==> src/rtl/axi_lite_bram_port.sv <==
// ---------------------------------------------------------------------------
// axi_lite_bram_port
//
// Purpose: AXI-lite slave that fronts one single-port synchronous BRAM.
// Reads and writes share the BRAM port, and a round-robin arbiter picks one
// of them per cycle. A BRAM access is issued in the same cycle as the address
// handshake. The response (B or R) appears one cycle later.
//
// Ports:
//   clk, rstn                  clock, asynchronous active-low reset
//   aw_*/w_*/b_*               AXI-lite write address, data and response
//   ar_*/r_*                   AXI-lite read address and data
//   bram_en/we/addr/wrdata     BRAM command side, driven combinationally
//   bram_rddata                BRAM read data, one cycle after a read enable
// ---------------------------------------------------------------------------
module axi_lite_bram_port #(
  parameter int ADDR_WIDTH      = 32,
  parameter int DATA_WIDTH      = 64,
  parameter int BRAM_ADDR_WIDTH = 12
) (
  input  logic                       clk,
  input  logic                       rstn,
  input  logic [ADDR_WIDTH-1:0]      aw_addr,
  input  logic                       aw_valid,
  output logic                       aw_ready,
  input  logic [DATA_WIDTH-1:0]      w_data,
  input  logic [DATA_WIDTH/8-1:0]    w_strb,
  input  logic                       w_valid,
  output logic                       w_ready,
  output logic [1:0]                 b_resp,
  output logic                       b_valid,
  input  logic                       b_ready,
  input  logic [ADDR_WIDTH-1:0]      ar_addr,
  input  logic                       ar_valid,
  output logic                       ar_ready,
  output logic [DATA_WIDTH-1:0]      r_data,
  output logic [1:0]                 r_resp,
  output logic                       r_valid,
  input  logic                       r_ready,
  output logic                       bram_en,
  output logic [DATA_WIDTH/8-1:0]    bram_we,
  output logic [BRAM_ADDR_WIDTH-1:0] bram_addr,
  output logic [DATA_WIDTH-1:0]      bram_wrdata,
  input  logic [DATA_WIDTH-1:0]      bram_rddata
);

  localparam int STRB_W = DATA_WIDTH / 8;
  localparam int OFS    = $clog2(STRB_W);

  localparam logic [0:0] ST_IDLE = 1'b0;
  localparam logic [0:0] ST_RESP = 1'b1;

  logic [0:0]                 r_b_state;
  logic [0:0]                 r_r_state;
  logic                       r_prio_wr;      // 1: write wins the next tie
  logic                       r_rd_fresh;     // r_valid is in its first cycle
  logic [DATA_WIDTH-1:0]      r_rd_hold;
  logic [BRAM_ADDR_WIDTH-1:0] r_last_addr;
  logic [DATA_WIDTH-1:0]      r_last_wrdata;

  logic                       w_wr_ok;
  logic                       w_rd_ok;
  logic                       w_wr_grant;
  logic                       w_rd_grant;
  logic [BRAM_ADDR_WIDTH-1:0] w_aw_word;
  logic [BRAM_ADDR_WIDTH-1:0] w_ar_word;
  logic                       w_unused_addr;

  // Byte offset and the bits above the BRAM depth are dropped, so the BRAM
  // aliases across the whole address space.
  assign w_aw_word     = aw_addr[OFS +: BRAM_ADDR_WIDTH];
  assign w_ar_word     = ar_addr[OFS +: BRAM_ADDR_WIDTH];
  assign w_unused_addr = ^{aw_addr, ar_addr};

  // A side is eligible only if its response slot is free or being emptied
  // this cycle. AW and W are only ever taken together.
  assign w_wr_ok = aw_valid && w_valid && (!b_valid || b_ready);
  assign w_rd_ok = ar_valid && (!r_valid || r_ready);

  // The grants are gated by rstn so the BRAM command drops the moment reset
  // asserts, not at the next clock edge.
  assign w_wr_grant = rstn && w_wr_ok && (!w_rd_ok || r_prio_wr);
  assign w_rd_grant = rstn && w_rd_ok && (!w_wr_ok || !r_prio_wr);

  assign aw_ready = w_wr_grant;
  assign w_ready  = w_wr_grant;
  assign ar_ready = w_rd_grant;

  // The BRAM command is issued in the grant cycle. When idle, addr and
  // wrdata keep their last values so the outputs stay deterministic.
  always_comb begin
    bram_en     = w_wr_grant || w_rd_grant;
    bram_we     = w_wr_grant ? w_strb : '0;
    bram_addr   = r_last_addr;
    bram_wrdata = r_last_wrdata;
    if (w_wr_grant) begin
      bram_addr   = w_aw_word;
      bram_wrdata = w_data;
    end else if (w_rd_grant) begin
      bram_addr   = w_ar_word;
    end
  end

  always_ff @(posedge clk or negedge rstn) begin
    if (!rstn) begin
      r_last_addr   <= '0;
      r_last_wrdata <= '0;
    end else begin
      if (w_wr_grant) begin
        r_last_addr   <= w_aw_word;
        r_last_wrdata <= w_data;
      end else if (w_rd_grant) begin
        r_last_addr   <= w_ar_word;
      end
    end
  end

  // The side just served yields the next tie to the other side.
  always_ff @(posedge clk or negedge rstn) begin
    if (!rstn) begin
      r_prio_wr <= 1'b1;
    end else if (w_wr_grant) begin
      r_prio_wr <= 1'b0;
    end else if (w_rd_grant) begin
      r_prio_wr <= 1'b1;
    end
  end

  // Write response FSM. A grant while in RESP implies that b_ready emptied
  // the slot this cycle, so the FSM stays in RESP back-to-back.
  always_ff @(posedge clk or negedge rstn) begin
    if (!rstn) begin
      r_b_state <= ST_IDLE;
    end else begin
      case (r_b_state)
        ST_IDLE: if (w_wr_grant) r_b_state <= ST_RESP;
        ST_RESP: if (b_ready && !w_wr_grant) r_b_state <= ST_IDLE;
        default: r_b_state <= ST_IDLE;
      endcase
    end
  end

  // Read response FSM, structured the same way as the write side.
  always_ff @(posedge clk or negedge rstn) begin
    if (!rstn) begin
      r_r_state <= ST_IDLE;
    end else begin
      case (r_r_state)
        ST_IDLE: if (w_rd_grant) r_r_state <= ST_RESP;
        ST_RESP: if (r_ready && !w_rd_grant) r_r_state <= ST_IDLE;
        default: r_r_state <= ST_IDLE;
      endcase
    end
  end

  // In the first response cycle the BRAM output is passed straight through
  // and also captured. After that the hold register keeps r_data stable even
  // though later BRAM accesses change bram_rddata.
  always_ff @(posedge clk or negedge rstn) begin
    if (!rstn) begin
      r_rd_fresh <= 1'b0;
      r_rd_hold  <= '0;
    end else begin
      r_rd_fresh <= w_rd_grant;
      if (r_rd_fresh) begin
        r_rd_hold <= bram_rddata;
      end
    end
  end

  assign b_valid = (r_b_state == ST_RESP);
  assign r_valid = (r_r_state == ST_RESP);
  assign r_data  = r_rd_fresh ? bram_rddata : r_rd_hold;
  assign b_resp  = 2'b00;
  assign r_resp  = 2'b00;

endmodule

==> config.mk <==
export PLATFORM = sky130hd
export DESIGN_NAME = axi_lite_bram_port
export DESIGN_NICKNAME = d
export VERILOG_FILES = /design/src/rtl/axi_lite_bram_port.sv
export SDC_FILE = /design/constraint.sdc
export NUM_CORES = 1
export LEC_CHECK = 0
export ABC_AREA = 1
export BUFFER_PORTS_ARGS = -buffer_cell sky130_fd_sc_hd__buf_2
export CAP_MARGIN = 20
export CORE_AREA = 2 2 143 145
export CTS_BUF_LIST = sky130_fd_sc_hd__clkbuf_4 sky130_fd_sc_hd__clkbuf_8
export DETAILED_ROUTE_END_ITERATION = 8
export DIE_AREA = 0 0 145 147
export GPL_ROUTABILITY_DRIVEN = 0
export MAX_ROUTING_LAYER = met4
export PLACE_DENSITY_LB_ADDON = 0.1
export SYNTH_ARGS = -nofsm -noshare
export SYNTH_HDL_FRONTEND = slang
export SYNTH_SLANG_ARGS = --single-unit
==> constraint.sdc <==
create_clock -name clk -period 2.87 [get_ports clk]
set_input_delay 0.287 -clock clk [delete_from_list [all_inputs] [get_ports clk]]
set_output_delay 0.287 -clock clk [all_outputs]
set_load 0.005 [all_outputs]
== Word-level counts from Yosys, hierarchy flattened ==
Cells that the tools add are included.
Word-level totals
  logic and storage cells: 44
  output and inout port bits: 158
  flip-flop bits (word level): 144
  bits of input ports: 207
Operators by class
  reduce and logical (&&, ||, !) cells: 22
  bitwise operators: 2
  multiplexer cells: 13
Operator list (number)
  two-way mux 64 bit: 2
  two-way mux 12 bit: 2
  logical AND 1 bit: 9
  two-way mux 8 bit: 1
  logical NOT 1 bit: 7
  two-way mux 1 bit: 6
  logical OR 1 bit: 5
  case mux 1 bit (2 select lines): 2
  inverter 1 bit: 2
  nonzero test 2 bit: 1

== Logic depth before layout (Yosys ltp) ==
  depth after elaboration: 10
  depth in mapped cells: 10
  mapped depth without buffers: 8

== Worst setup path before layout ==
OpenSTA, ideal clock, no wires.
  path type: register to output
  from: register r_prio_wr
  to: output port bram_wrdata[24]
  cell stages (with the launch flop): 9
  data required time: 2.583 ns
  buffers on the path: 2
  arrival: 1.159 ns
  path slack: 1.424 ns
  cell sequence: dfstp_2 > inv_1 > nand3_1 > nand2_2 > inv_2 > buf_6 > buf_6 > nand2_1 > nand2_1
Between the ends
  word-level cells in the longest chain between the ends: 3
RTL lines
  start: declaration: RTL line 55  | logic r_prio_wr;
  start signal: assignment: RTL line 121  | r_prio_wr <= 1'b1;
  start signal: assignment: RTL line 123  | r_prio_wr <= 1'b0;
  start signal: assignment: RTL line 125  | r_prio_wr <= 1'b1;
  logical OR 1 bit: RTL line 82  | assign w_wr_grant = rstn && w_wr_ok && (!w_rd_ok || r_prio_wr);
  logical AND 1 bit: RTL line 82
  two-way mux 64 bit: RTL line 96  | if (w_wr_grant) begin
  end: declaration: RTL line 43  | output logic [DATA_WIDTH-1:0] bram_wrdata,
Every way passes these cells.

== Final worst setup path ==
  from: input port rstn
  to: output port bram_addr[6]
Between the ends
  word-level cells in the longest chain between the ends: 4
  elaborated cells on any way between the ends: 6
  classes of those cells: 2 x mux; 4 x reduce/logical
RTL lines
  start: declaration: RTL line 22  | input logic rstn,
  logical AND 1 bit (2 in a row): RTL line 83  | assign w_rd_grant = rstn && w_rd_ok && (!w_wr_ok || !r_prio_wr);
  two-way mux 12 bit: RTL line 99  | end else if (w_rd_grant) begin
  two-way mux 12 bit (*): RTL line 96
  end: declaration: RTL line 42  | output logic [BRAM_ADDR_WIDTH-1:0] bram_addr,
Mark *: on every way between the ends. The rest lies on a longest branch, timed or not.

==> impl_metrics.csv <==
group,metric,value,unit
logic_synthesis,synthDistinctLibCells,17,
worst_setup_path,reg2reg_to,"r_last_addr[6]",
cts,cts_buffers,17,
finish,fillers,2021,
sta,fin_crit_sh,0.874,
die,die_width,145,um
worst_setup_path,crit_path_cell_trace,"dlygate4sd3_1 -> buf_6 -> inv_1 -> nor2_4 -> nand2_4 -> inv_2 -> buf_12 -> nand2_1 -> nand2_1 -> buf_2",
finish,finish.utilization,0.409,
sta,skew,0.0130,ns
sta,rsz0062_at_grt,"no",
sta,setup_viol,0,
route,drt_iter0_drc,161,
worst_setup_path,worst-setup-path-type,"in -> out",
logic_synthesis,ys_ff_latch,144,
sta,clock.fmax,399,MHz
worst_setup_path,slowest_stage,"dlygate4sd3_1",
cts,cts_tree,"yes",
logic_synthesis,yosys_warnings,0,
die,start_util,0.290,
sta,hold_viol,0,
route,drtPass1Iterations,4,
worst_setup_path,crit_start,"rstn",
worst_setup_path,worstPathArrival,2.22,ns
logic_synthesis,syn_area,5760,sq um
die,dieArea,21300,sq um
grt,grt_pass1_vias,4946,
die,core,19800,sq um
worst_setup_path,critPathCaptureType,"primary output",
route,totalWireLength,16.0,mm
worst_setup_path,crit_path_start_kind,"input port",
die,die_h,147,um
logic_synthesis,synth_seq_area_share,0.625,
worst_setup_path,crit_fanout,28,
die,io_pins,365,
worst_setup_path,crit_required,2.58,ns
route,antenna_left,0,
finish,syn_to_final_growth,40.7,%
cts,path_clk_slew,0.09,ns
grt,antenna_found_initial,1,
worst_setup_path,r2r_cells,7,
logic_synthesis,syn_inst,555,
placed_design,placement.io_buffers,320,
cts,clockBufferDepth,2,
finish,most-common-layout-cells,"buf_2, nand2_1, dfrtp_1",
run_status,outcome,"finished, final reports clean",
finish,seq_area,3610,sq um
run,max_cap_violations,0,
logic_synthesis,syn_avg_cell_area,10.4,sq um
sta,maxSlewHeadroom,0.398,
worst_setup_path,crit_top_cell,"nand2_1",
route,drc,0,
sta,worst_slew_pin_slew,0.904,ns
placed_design,hpwlAfterDp,11.4,mm
sta,slew_viol_final,0,
worst_setup_path,crit_cells,10,
route,num_vias,4712,
sta,period_minus_slack,2.51,ns
cts,cts.sinks,144,
power_and_ir_drop,leakage,4.57,nW
worst_setup_path,path_buf_inv,6,
grt,overflow,0,
power_and_ir_drop,power_density,714,nW/um^2
finish,mostFrequentLayoutCell,"buf_2",
worst_setup_path,crit_end,"bram_addr[6]",
min_path,hold_path_class,"in -> reg",
route,viasPerCell,4.07,
cts,clock_latency,0.44,ns
cts,cts_post_setup_buffers_inserted,0,
worst_setup_path,timing.reg2reg.setup_slack,1.25,ns
worst_setup_path,critPathTopFamily,"buffers and inverters",
power_and_ir_drop,ir_worst_vdd,0.351,mV
cts,htreeDepth,4,
cts,clockRootBuffer,"clkbuf_8",
grt,grt_pass1_wl,26.2,mm
finish,drive_gt1_frac,0.487,
route,routedWlPerCell,13.8,um
finish,multi_input_area,1820,sq um
finish,finalNetCount,1083,
sta,fin_tns_setup,0,ns
grt,grt_max_degree,87,
worst_setup_path,reg2reg_from,"r_prio_wr",
die,rows,52,
grt,grt_usage,0.161,
worst_setup_path,slowest_delay,0.55,ns
-- power breakdown --
group | leakage, nW | switching, mW | internal, mW | total [mW]
registers | 1.74 | 0.112 | 2.47 | 2.58
clock network | 0.227 | 0.791 | 1.05 | 1.84
logic | 2.61 | 0.691 | 0.687 | 1.38
total | 4.57 | 1.59 | 4.20 | 5.79
-- logic make-up after synthesis --
| logic type | Yosys count | synth area share |
|---|---|---|
| simple gates | 274 | 0.187 |
| mux | 64 | 0.125 |
| flops | 144 | 0.625 |
| compound gates | 1 | 0.000867 |
| buf+inv | 71 | 0.0614 |
| other cells | 1 | 0.000651 |
-- metrics by stage --
stage          power (mW)  cell area [sq um]  std cells  hold slack, ns  setup WS (ns)
6_report             5.79               8110       1158          0.0551          0.361
5_1_grt              6.21               8110       1158          0.0208          0.168
4_1_cts              5.92               8100       1157          0.0133          0.137
3_5_place_dp         4.03               7640       1126           0.107          0.710
3_3_place_gp         4.02               7640       1126           0.106          0.701
2_1_floorplan        3.28               5780        558        -0.00859           1.42
-- area by class of cell --
class | count | share of cell area
multi-input cells | 343 | 0.225
clock inverters | 12 | 0.0256
inverters | 39 | 0.0181
diodes | 1 | 0.000309
flip-flops and latches | 144 | 0.445
clock buffers | 18 | 0.0298
well taps | 270 | 0.0417
repair buffers | 331 | 0.215
-- Yosys cell counts, drive strengths merged --
| cell type | n | area share |
|---|---|---|
| o21ai | 1 | 0.00087 |
| dfstp | 1 | 0.0046 |
| dfrtp | 143 | 0.62 |
| mux2 | 64 | 0.13 |
| nand3 | 26 | 0.023 |
| inv | 39 | 0.025 |
| nand2 | 238 | 0.16 |
| clkbuf | 2 | 0.0013 |
| nor2 | 10 | 0.0082 |
| conb | 1 | 0.00065 |
| buf | 30 | 0.035 |
-- worst reg2reg max path, delay by kind of cell (launching register included) --
family                 cells  cell delay [ns]
DFF                        1             0.53
buffers and inverters      3             0.66
and+or+nand+nor            4             0.38
-- state kept, by name (all words and copies together), names as in the netlist --
signal         cells
r_prio_wr          1
r_rd_fresh         1
r_last_addr       12
r_valid            1
r_rd_hold         64
r_last_wrdata     64
b_valid            1
-- layer usage --
metal  wire length, um  vias to the layer above  GRT usage
met4               181                        0     0.0450
met5                 0                        -          -
met2              7540                      204      0.254
li1                  -                     2356          -
met3              1190                       12     0.0525
met1              7120                     2140      0.198
-- worst min path at each step --
| stage | from | endpoint | slack, ns | depth (start not counted) |
|---|---|---|---|---|
| after floorplan | rstn | b_valid | -0.009 | 0 |
| after global placement | rstn | r_rd_hold[26] | 0.11 | 1 |
| after detailed placement | rstn | r_rd_hold[59] | 0.11 | 1 |
| after CTS | w_data[59] | r_last_wrdata[59] | 0.01 | 3 |
| after global routing | w_data[7] | r_last_wrdata[7] | 0.02 | 3 |
| final | w_data[56] | r_last_wrdata[56] | 0.06 | 3 |
-- what timing repair did --
item | 4_1_cts | 5_1_grt
hold endpoints to repair | 9 | 0
hold buffers | 1 | 0
gates resized for setup | 0 | 1
endpoints found under the setup margin | 0 | 10
Power figures use the tool's default switching activity.
